$ cat src/rtl/seq_pkg.sv
// seq_pkg: shared types and field positions for the instruction sequencer.
// Instruction word layout (14 bits):
//   [13:12] opcode   [11:10] branch condition   [11] halt select (opcode 11)
//   [7:0]   branch / jump target (masked to the program-counter width)
package seq_pkg;

   localparam int INSTR_W = 14;
   localparam int FLAG_W  = 4;

   // Field bit positions
   localparam int OP_HI        = 13;
   localparam int OP_LO        = 12;
   localparam int COND_HI      = 11;
   localparam int COND_LO      = 10;
   localparam int CTL_HALT_BIT = 11;
   localparam int TGT_HI       = 7;
   localparam int TGT_LO       = 0;

   typedef logic [INSTR_W-1:0] instr_t;

   typedef enum logic [1:0] {
      OP_ADD = 2'b00,
      OP_SUB = 2'b01,
      OP_BR  = 2'b10,
      OP_CTL = 2'b11
   } opcode_e;

   // Condition codes double as indices into the captured flag vector
   // {overflow, carry, negative, zero}.
   typedef enum logic [1:0] {
      C_Z = 2'b00,
      C_N = 2'b01,
      C_C = 2'b10,
      C_V = 2'b11
   } cond_e;

   typedef enum logic [1:0] {
      IDLE   = 2'b00,
      FETCH  = 2'b01,
      SETTLE = 2'b10,
      HALT   = 2'b11
   } state_e;

endpackage

$ cat src/rtl/seq_prog_mem.sv
// seq_prog_mem: DEPTH x 14 program buffer, synchronous write, asynchronous read.
module seq_prog_mem
   import seq_pkg::*;
#(
   parameter int DEPTH = 16,
   parameter int AW    = $clog2(DEPTH)
) (
   input  logic          clk,
   input  logic          wr_en,
   input  logic [AW-1:0] wr_addr,
   input  instr_t        wr_data,
   input  logic [AW-1:0] rd_addr,
   output instr_t        rd_data
);

   instr_t mem [DEPTH];

   // Write port: one word per enabled clock edge.
   // NOTE: storage has no reset; only entries below the loaded length are
   // ever fetched, so clearing it would cost a reset fan-out for nothing.
   always_ff @(posedge clk) begin
      if (wr_en) begin
         mem[wr_addr] <= wr_data;
      end
   end

   assign rd_data = mem[rd_addr];

endmodule

$ cat src/rtl/instruction_sequencer.sv
// instruction_sequencer: loads a small program, then fetches it and issues
// ALU words to dataPath, resolving branch/jump/halt locally from the flags
// dataPath reports after each ALU op.
// Optional feature macro: SEQ_RETIRE_COUNT_EN adds a saturating 16-bit
// retire_count output (counts instr_valid pulses, cleared by reset and start).
module instruction_sequencer
   import seq_pkg::*;
#(
   parameter  int DEPTH = 16,
   localparam int PC_W  = $clog2(DEPTH)
) (
   input  logic            clk,
   input  logic            reset,
   input  logic            load_valid,
   input  instr_t          load_data,
   output logic            load_ready,
   input  logic            start,
   output instr_t          instruction,
   output logic            instr_valid,
   input  logic            flag_zero,
   input  logic            flag_negative,
   input  logic            flag_carry,
   input  logic            flag_overflow,
   output logic [PC_W-1:0] pc,
   output logic            busy,
   output logic            halted
`ifdef SEQ_RETIRE_COUNT_EN
   ,
   output logic [15:0]     retire_count
`endif
);

   // One extra bit so the load pointer and program length can reach DEPTH.
   localparam int LEN_W = PC_W + 1;

   state_e            state_q, state_d;
   logic [PC_W-1:0]   pc_q, pc_d;
   logic [LEN_W-1:0]  ptr_q, ptr_d;
   logic [LEN_W-1:0]  prog_len_q, prog_len_d;
   instr_t            instruction_q, instruction_d;
   logic              instr_valid_q, instr_valid_d;
   logic [FLAG_W-1:0] flag_q, flag_d;
   logic              load_ready_q, load_ready_d;
   logic              busy_q, busy_d;
   logic              halted_q, halted_d;

   instr_t            fetch_word;
   opcode_e           fetch_op;
   cond_e             fetch_cond;
   logic [PC_W-1:0]   pc_inc;
   logic [PC_W-1:0]   target;
   logic              fetch_oob;
   logic              load_wr;
   logic              restart;

   seq_prog_mem #(
      .DEPTH (DEPTH),
      .AW    (PC_W)
   ) u_prog_mem (
      .clk     (clk),
      .wr_en   (load_wr),
      .wr_addr (ptr_q[PC_W-1:0]),
      .wr_data (load_data),
      .rd_addr (pc_q),
      .rd_data (fetch_word)
   );

   assign fetch_op   = opcode_e'(fetch_word[OP_HI:OP_LO]);
   assign fetch_cond = cond_e'(fetch_word[COND_HI:COND_LO]);
   assign target     = fetch_word[TGT_LO +: PC_W];
   assign pc_inc     = pc_q + PC_W'(1);
   // Covers running off the end of the loaded program, including the pc+1
   // wrap to 0 being legal only when the buffer is completely full.
   assign fetch_oob  = {1'b0, pc_q} >= prog_len_q;

   // Next-state and next-output computation for load, fetch/issue and halt.
   // NOTE: every signal gets a default before the case so that no path
   // leaves it unassigned, which would otherwise infer a latch.
   always_comb begin
      state_d       = state_q;
      pc_d          = pc_q;
      ptr_d         = ptr_q;
      prog_len_d    = prog_len_q;
      instruction_d = instruction_q;
      instr_valid_d = 1'b0;
      flag_d        = flag_q;
      load_wr       = 1'b0;
      restart       = 1'b0;

      case (state_q)
         IDLE: begin
            if (load_valid && load_ready_q) begin
               load_wr    = 1'b1;
               ptr_d      = ptr_q + LEN_W'(1);
               prog_len_d = ptr_q + LEN_W'(1);
            end
            // A write in the same cycle counts toward the program length.
            if (start) begin
               restart = 1'b1;
               flag_d  = '0;
               pc_d    = '0;
               state_d = (prog_len_d == '0) ? HALT : FETCH;
            end
         end

         FETCH: begin
            if (fetch_oob) begin
               state_d = HALT;
            end else begin
               case (fetch_op)
                  OP_ADD, OP_SUB: begin
                     instruction_d = fetch_word;
                     instr_valid_d = 1'b1;
                     pc_d          = pc_inc;
                     state_d       = SETTLE;
                  end
                  OP_BR: begin
                     pc_d = flag_q[fetch_cond] ? target : pc_inc;
                  end
                  OP_CTL: begin
                     if (fetch_word[CTL_HALT_BIT]) begin
                        state_d = HALT;
                     end else begin
                        pc_d = target;
                     end
                  end
                  default: state_d = HALT;
               endcase
            end
         end

         SETTLE: begin
            // dataPath has registered the result by the end of this cycle.
            flag_d  = {flag_overflow, flag_carry, flag_negative, flag_zero};
            state_d = FETCH;
         end

         HALT: begin
            if (start) begin
               restart = 1'b1;
               flag_d  = '0;
               pc_d    = '0;
               state_d = FETCH;
            end
         end

         default: state_d = IDLE;
      endcase

      // Status outputs are registered from the next state.
      busy_d       = (state_d == FETCH) || (state_d == SETTLE);
      halted_d     = (state_d == HALT);
      load_ready_d = (state_d == IDLE) && (ptr_d < LEN_W'(DEPTH));
   end

   // State and registered outputs; reset aborts any run immediately.
   // NOTE: sequential state uses non-blocking assignments so every flop
   // samples the pre-edge values regardless of statement order.
   always_ff @(posedge clk or posedge reset) begin
      if (reset) begin
         state_q       <= IDLE;
         pc_q          <= '0;
         ptr_q         <= '0;
         prog_len_q    <= '0;
         instruction_q <= '0;
         instr_valid_q <= 1'b0;
         flag_q        <= '0;
         load_ready_q  <= 1'b1;
         busy_q        <= 1'b0;
         halted_q      <= 1'b0;
      end else begin
         state_q       <= state_d;
         pc_q          <= pc_d;
         ptr_q         <= ptr_d;
         prog_len_q    <= prog_len_d;
         instruction_q <= instruction_d;
         instr_valid_q <= instr_valid_d;
         flag_q        <= flag_d;
         load_ready_q  <= load_ready_d;
         busy_q        <= busy_d;
         halted_q      <= halted_d;
      end
   end

   assign instruction = instruction_q;
   assign instr_valid = instr_valid_q;
   assign pc          = pc_q;
   assign busy        = busy_q;
   assign halted      = halted_q;
   assign load_ready  = load_ready_q;

`ifdef SEQ_RETIRE_COUNT_EN
   logic [15:0] retire_q, retire_d;

   // Saturating count of issued ALU words since the last start.
   always_comb begin
      retire_d = retire_q;
      if (restart) begin
         retire_d = '0;
      end else if (instr_valid_d && (retire_q != 16'hFFFF)) begin
         retire_d = retire_q + 16'd1;
      end
   end

   // Retire counter register.
   always_ff @(posedge clk or posedge reset) begin
      if (reset) begin
         retire_q <= '0;
      end else begin
         retire_q <= retire_d;
      end
   end

   assign retire_count = retire_q;
`endif

endmodule

$ cat config.mk
export PLATFORM = sky130hd
export DESIGN_NAME = instruction_sequencer
export DESIGN_NICKNAME = d
export VERILOG_FILES = /design/src/rtl/seq_pkg.sv /design/src/rtl/seq_prog_mem.sv /design/src/rtl/instruction_sequencer.sv
export SDC_FILE = /design/constraint.sdc
export NUM_CORES = 1
export LEC_CHECK = 0
export CAP_MARGIN = 20
export CORE_MARGIN = 4
export CORE_UTILIZATION = 50
export CTS_BUF_LIST = sky130_fd_sc_hd__clkbuf_2 sky130_fd_sc_hd__clkbuf_4 sky130_fd_sc_hd__clkbuf_8
export DETAILED_ROUTE_END_ITERATION = 8
export PLACE_DENSITY = 0.68
export SLEW_MARGIN = 20
export SYNTH_ARGS = -nofsm -noshare
export SYNTH_HDL_FRONTEND = slang
export SYNTH_SLANG_ARGS = --single-unit
$ cat constraint.sdc
create_clock -name clk -period 5.9 [get_ports clk]
set_clock_uncertainty 0.1 [all_clocks]
set_input_delay 0.59 -clock clk [delete_from_list [all_inputs] [get_ports clk]]
set_output_delay 0.59 -clock clk [all_outputs]
set_load 0.05 [all_outputs]
==> flow_summary_export.csv <==
group,metric,value,unit
critical_path,worstPathArrival,2.95,ns
clock_tree,cts_buffer_depth,3,
clock_tree,clockRootBuffer,"clkbuf_8",
clock_tree,post_cts_resized,0,
clock_tree,clock_sinks,262,
timing,slew_headroom,26.71,%
critical_path,crit_type,"register to output pin",
critical_path,critPathCaptureType,"output pin",
grt,grt_overflow_total,0,
critical_path,critPathRequiredTime,5.21,ns
logic_synthesis,synth_cell_types,43,
finish,fin_util,58.76,%
route,drc_errors,0,
timing,hold_slack,0.3873,ns
critical_path,cpMaxStageDelayCell,"dfrtp_2",
floorplan,die_area,23380,um^2
critical_path,start_kind,"register",
floorplan,num_rows,52,
route,firstDrtPassIters,5,
job,maxCapViolCount,0,
power_and_ir_drop,p_per_area,436.0,nW/um^2
worst_hold_path,hold_path.class,"input port to asynchronous set/reset pin",
clock_tree,cts_setup_buffers,0,
logic_synthesis,syn_nets,554,
finish,syn_to_final_growth,14.35,%
timing,setup_violations,0,
logic_synthesis,syn_area_per_cell,20.31,um^2
logic_synthesis,synth_area_leaders,"edfxtp_1 64%, mux4_2 13%, dfrtp_1 8.8%, mux4_1 2.0%, ha_1 1.8%",
floorplan,die_w,152.9,um
finish,n_antenna_cell,0,
logic_synthesis,synth_edf_count,224,
placement,portBuffers,43,
floorplan,ios,44,
timing,fin_crit_sh,61.69,%
critical_path,max_stage_delay,1.06,ns
logic_synthesis,seq_area_frac_synth,73.14,%
timing,min_period,3.640,ns
logic_synthesis,yosysTopAreaCell,"edfxtp_1",
logic_synthesis,ys_warn_count,0,
critical_path,reg2reg_slack,2.29,ns
clock_tree,htree_levels,2,
grt,grt_antenna_before_repair,0,
critical_path,r2r_cells,7,
critical_path,cp_cell_sequence,"buf_4, clkdlybuf4s50_1",
logic_synthesis,ys.flop_type,"edfxtp_1",
route,drt-vias-per-instance,5.795,
logic_synthesis,synth-seq-cells,262,
route,ant_nets,0,
timing,fin_tns_setup,0,ns
floorplan,fp.dieH,152.9,um
grt,grt_usage,18.74,%
critical_path,r2r-end,"instruction[12]$_DFFE_PP0P_",
clock_tree,path_clk_slew,0.06,ns
placement,placed_area,11190,um^2
clock_tree,cts_tree,"yes",
timing,drv_slew,0,
floorplan,core,20430,um^2
grt,grt_max_degree,42,
finish,finalInstanceArea,12010,um^2
route,wl_per_cell,23.88,um
run_status,status,"completed",
logic_synthesis,synth_area,10500,um^2
clock_tree,cts-buffers-inserted,42,
power_and_ir_drop,p_leak,4.028,nW
placement,dp_hpwl,11.76,mm
critical_path,r2r-start,"pc[1]$_DFFE_PP0P_",
clock_tree,clk_latency,0.53,ns
floorplan,start_util,51.39,%
critical_path,critPathMaxFanout,41,
logic_synthesis,yosysTopAreaCellShare,64.07,%
grt,grt_pass1_vias,5325,
placement,gp_congestion,0.8104,
route,wl,21.23,mm
timing,hold_viol_final,0,
finish,drive_above_1_share,24.23,%
power_and_ir_drop,power,5.234,mW
route,vias,5152,
timing,fmax,274.7,MHz
clock_tree,postCtsHoldBufs,0,
finish,fin_nets,624,
timing,rsz0062_at_grt,"no",
route,drt_iter0_drc,452,
power_and_ir_drop,vdd_drop_max,0.1668,mV
grt,grt_pass1_wl,32.82,mm
logic_synthesis,async_flop_share,14.50,%
timing,worstMarginPinSlew,1.099,ns
logic_synthesis,syn-instance-count,517,
critical path, delay by kind of cell (launching register included):
family / cells / cell delay, ns
DFF: 1 / 1.06
buffers and inverters: 2 / 1.34
through the flow:
stage               instances  setup slack (ns)
finish                    889             2.260
global route              889             2.063
CTS                       887             2.219
detailed placement        811             2.259
global placement          811             2.339
floorplan                 517             2.719
Yosys cell counts, drive strengths merged (4+ instances only):
| library cell | count |
|---|---|
| and2 | 18 |
| nor2 | 12 |
| clkbuf | 12 |
| mux4 | 68 |
| a32o | 4 |
| nor2b | 4 |
| mux2i | 5 |
| nand3 | 7 |
| ha | 15 |
| nand2 | 16 |
| a22oi | 6 |
| o21ai | 12 |
| nor3 | 4 |
| edfxtp | 224 |
| inv | 17 |
| mux2 | 14 |
| xnor2 | 4 |
| dfrtp | 37 |
| buf | 10 |
kinds of logic (layout without fill, tap and decap cells):
kind of cell	Yosys count	after routing	synth area share, %
DFF	262	262	73.14
adders and majority gates	15	15	1.788
buffers and inverters	39	141	1.585
AOI/OAI and AO/OA	39	39	2.789
and+or+nand+nor	68	68	3.265
muxes	87	87	16.85
xor gates and xnor gates	7	7	0.5840
worst max-delay path by stage:
stage / startpoint / endpoint
6_report: pc[1]$_DFFE_PP0P_ / pc[1]
3_3_place_gp: pc[1]$_DFFE_PP0P_ / instruction[8]$_DFFE_PP0P_
3_5_place_dp: pc[1]$_DFFE_PP0P_ / instruction[10]$_DFFE_PP0P_
4_1_cts: pc[1]$_DFFE_PP0P_ / pc[1]
5_1_grt: pc[1]$_DFFE_PP0P_ / halted$_DFF_PP0_
2_1_floorplan: pc[0]$_DFFE_PP0P_ / instruction[9]$_DFFE_PP0P_
registers in the layout, indices dropped and copies added (netlist names):
name,flops
load_ready,1
pc,4
instruction,14
flag_q,4
prog_len_q,5
busy,1
halted,1
ptr_q,5
instr_valid,1
u_prog_mem.mem,224
state_q,2
cells in the final DEF (no fill, tap or decap), types with 13 or more instances in the layout:
master,Yosys,final
edfxtp_1,224,224
mux4_2,60,60
clkbuf_8,0,44
clkdlybuf4s50_1,0,43
dfrtp_1,37,35
and2_1,18,17
inv_1,17,16
nand2_1,16,16
ha_1,15,15
mux2_2,13,13
final cells by class:
class | count | area [um^2]
fill | 1484 | 8424
sequential | 262 | 7684
multi-input combinational | 216 | 2655
clock buffer | 55 | 688.2
timing repair buffer | 48 | 479.2
tap | 270 | 337.8
clock inverter | 21 | 97.59
inverter | 17 | 63.81
layer usage:
metal | up-vias | wire length [um] | GRT usage (%) | share of wire, %
met5 | - | 0 | 0 | 0
met4 | 0 | 474 | 5.685 | 2.2
met3 | 36 | 1278 | 4.326 | 6.0
met2 | 166 | 10490 | 30.14 | 49
met1 | 2699 | 8987 | 26.02 | 42
li1 | 2251 | - | - | -
power breakdown:
part | internal (mW) | switching, mW | leakage, nW | total [mW]
registers | 2.16 | 0.200 | 2.49 | 2.36
logic | 0.659 | 0.777 | 1.12 | 1.44
clock network | 0.764 | 0.675 | 0.418 | 1.44
(Power assumes the default switching activity.)
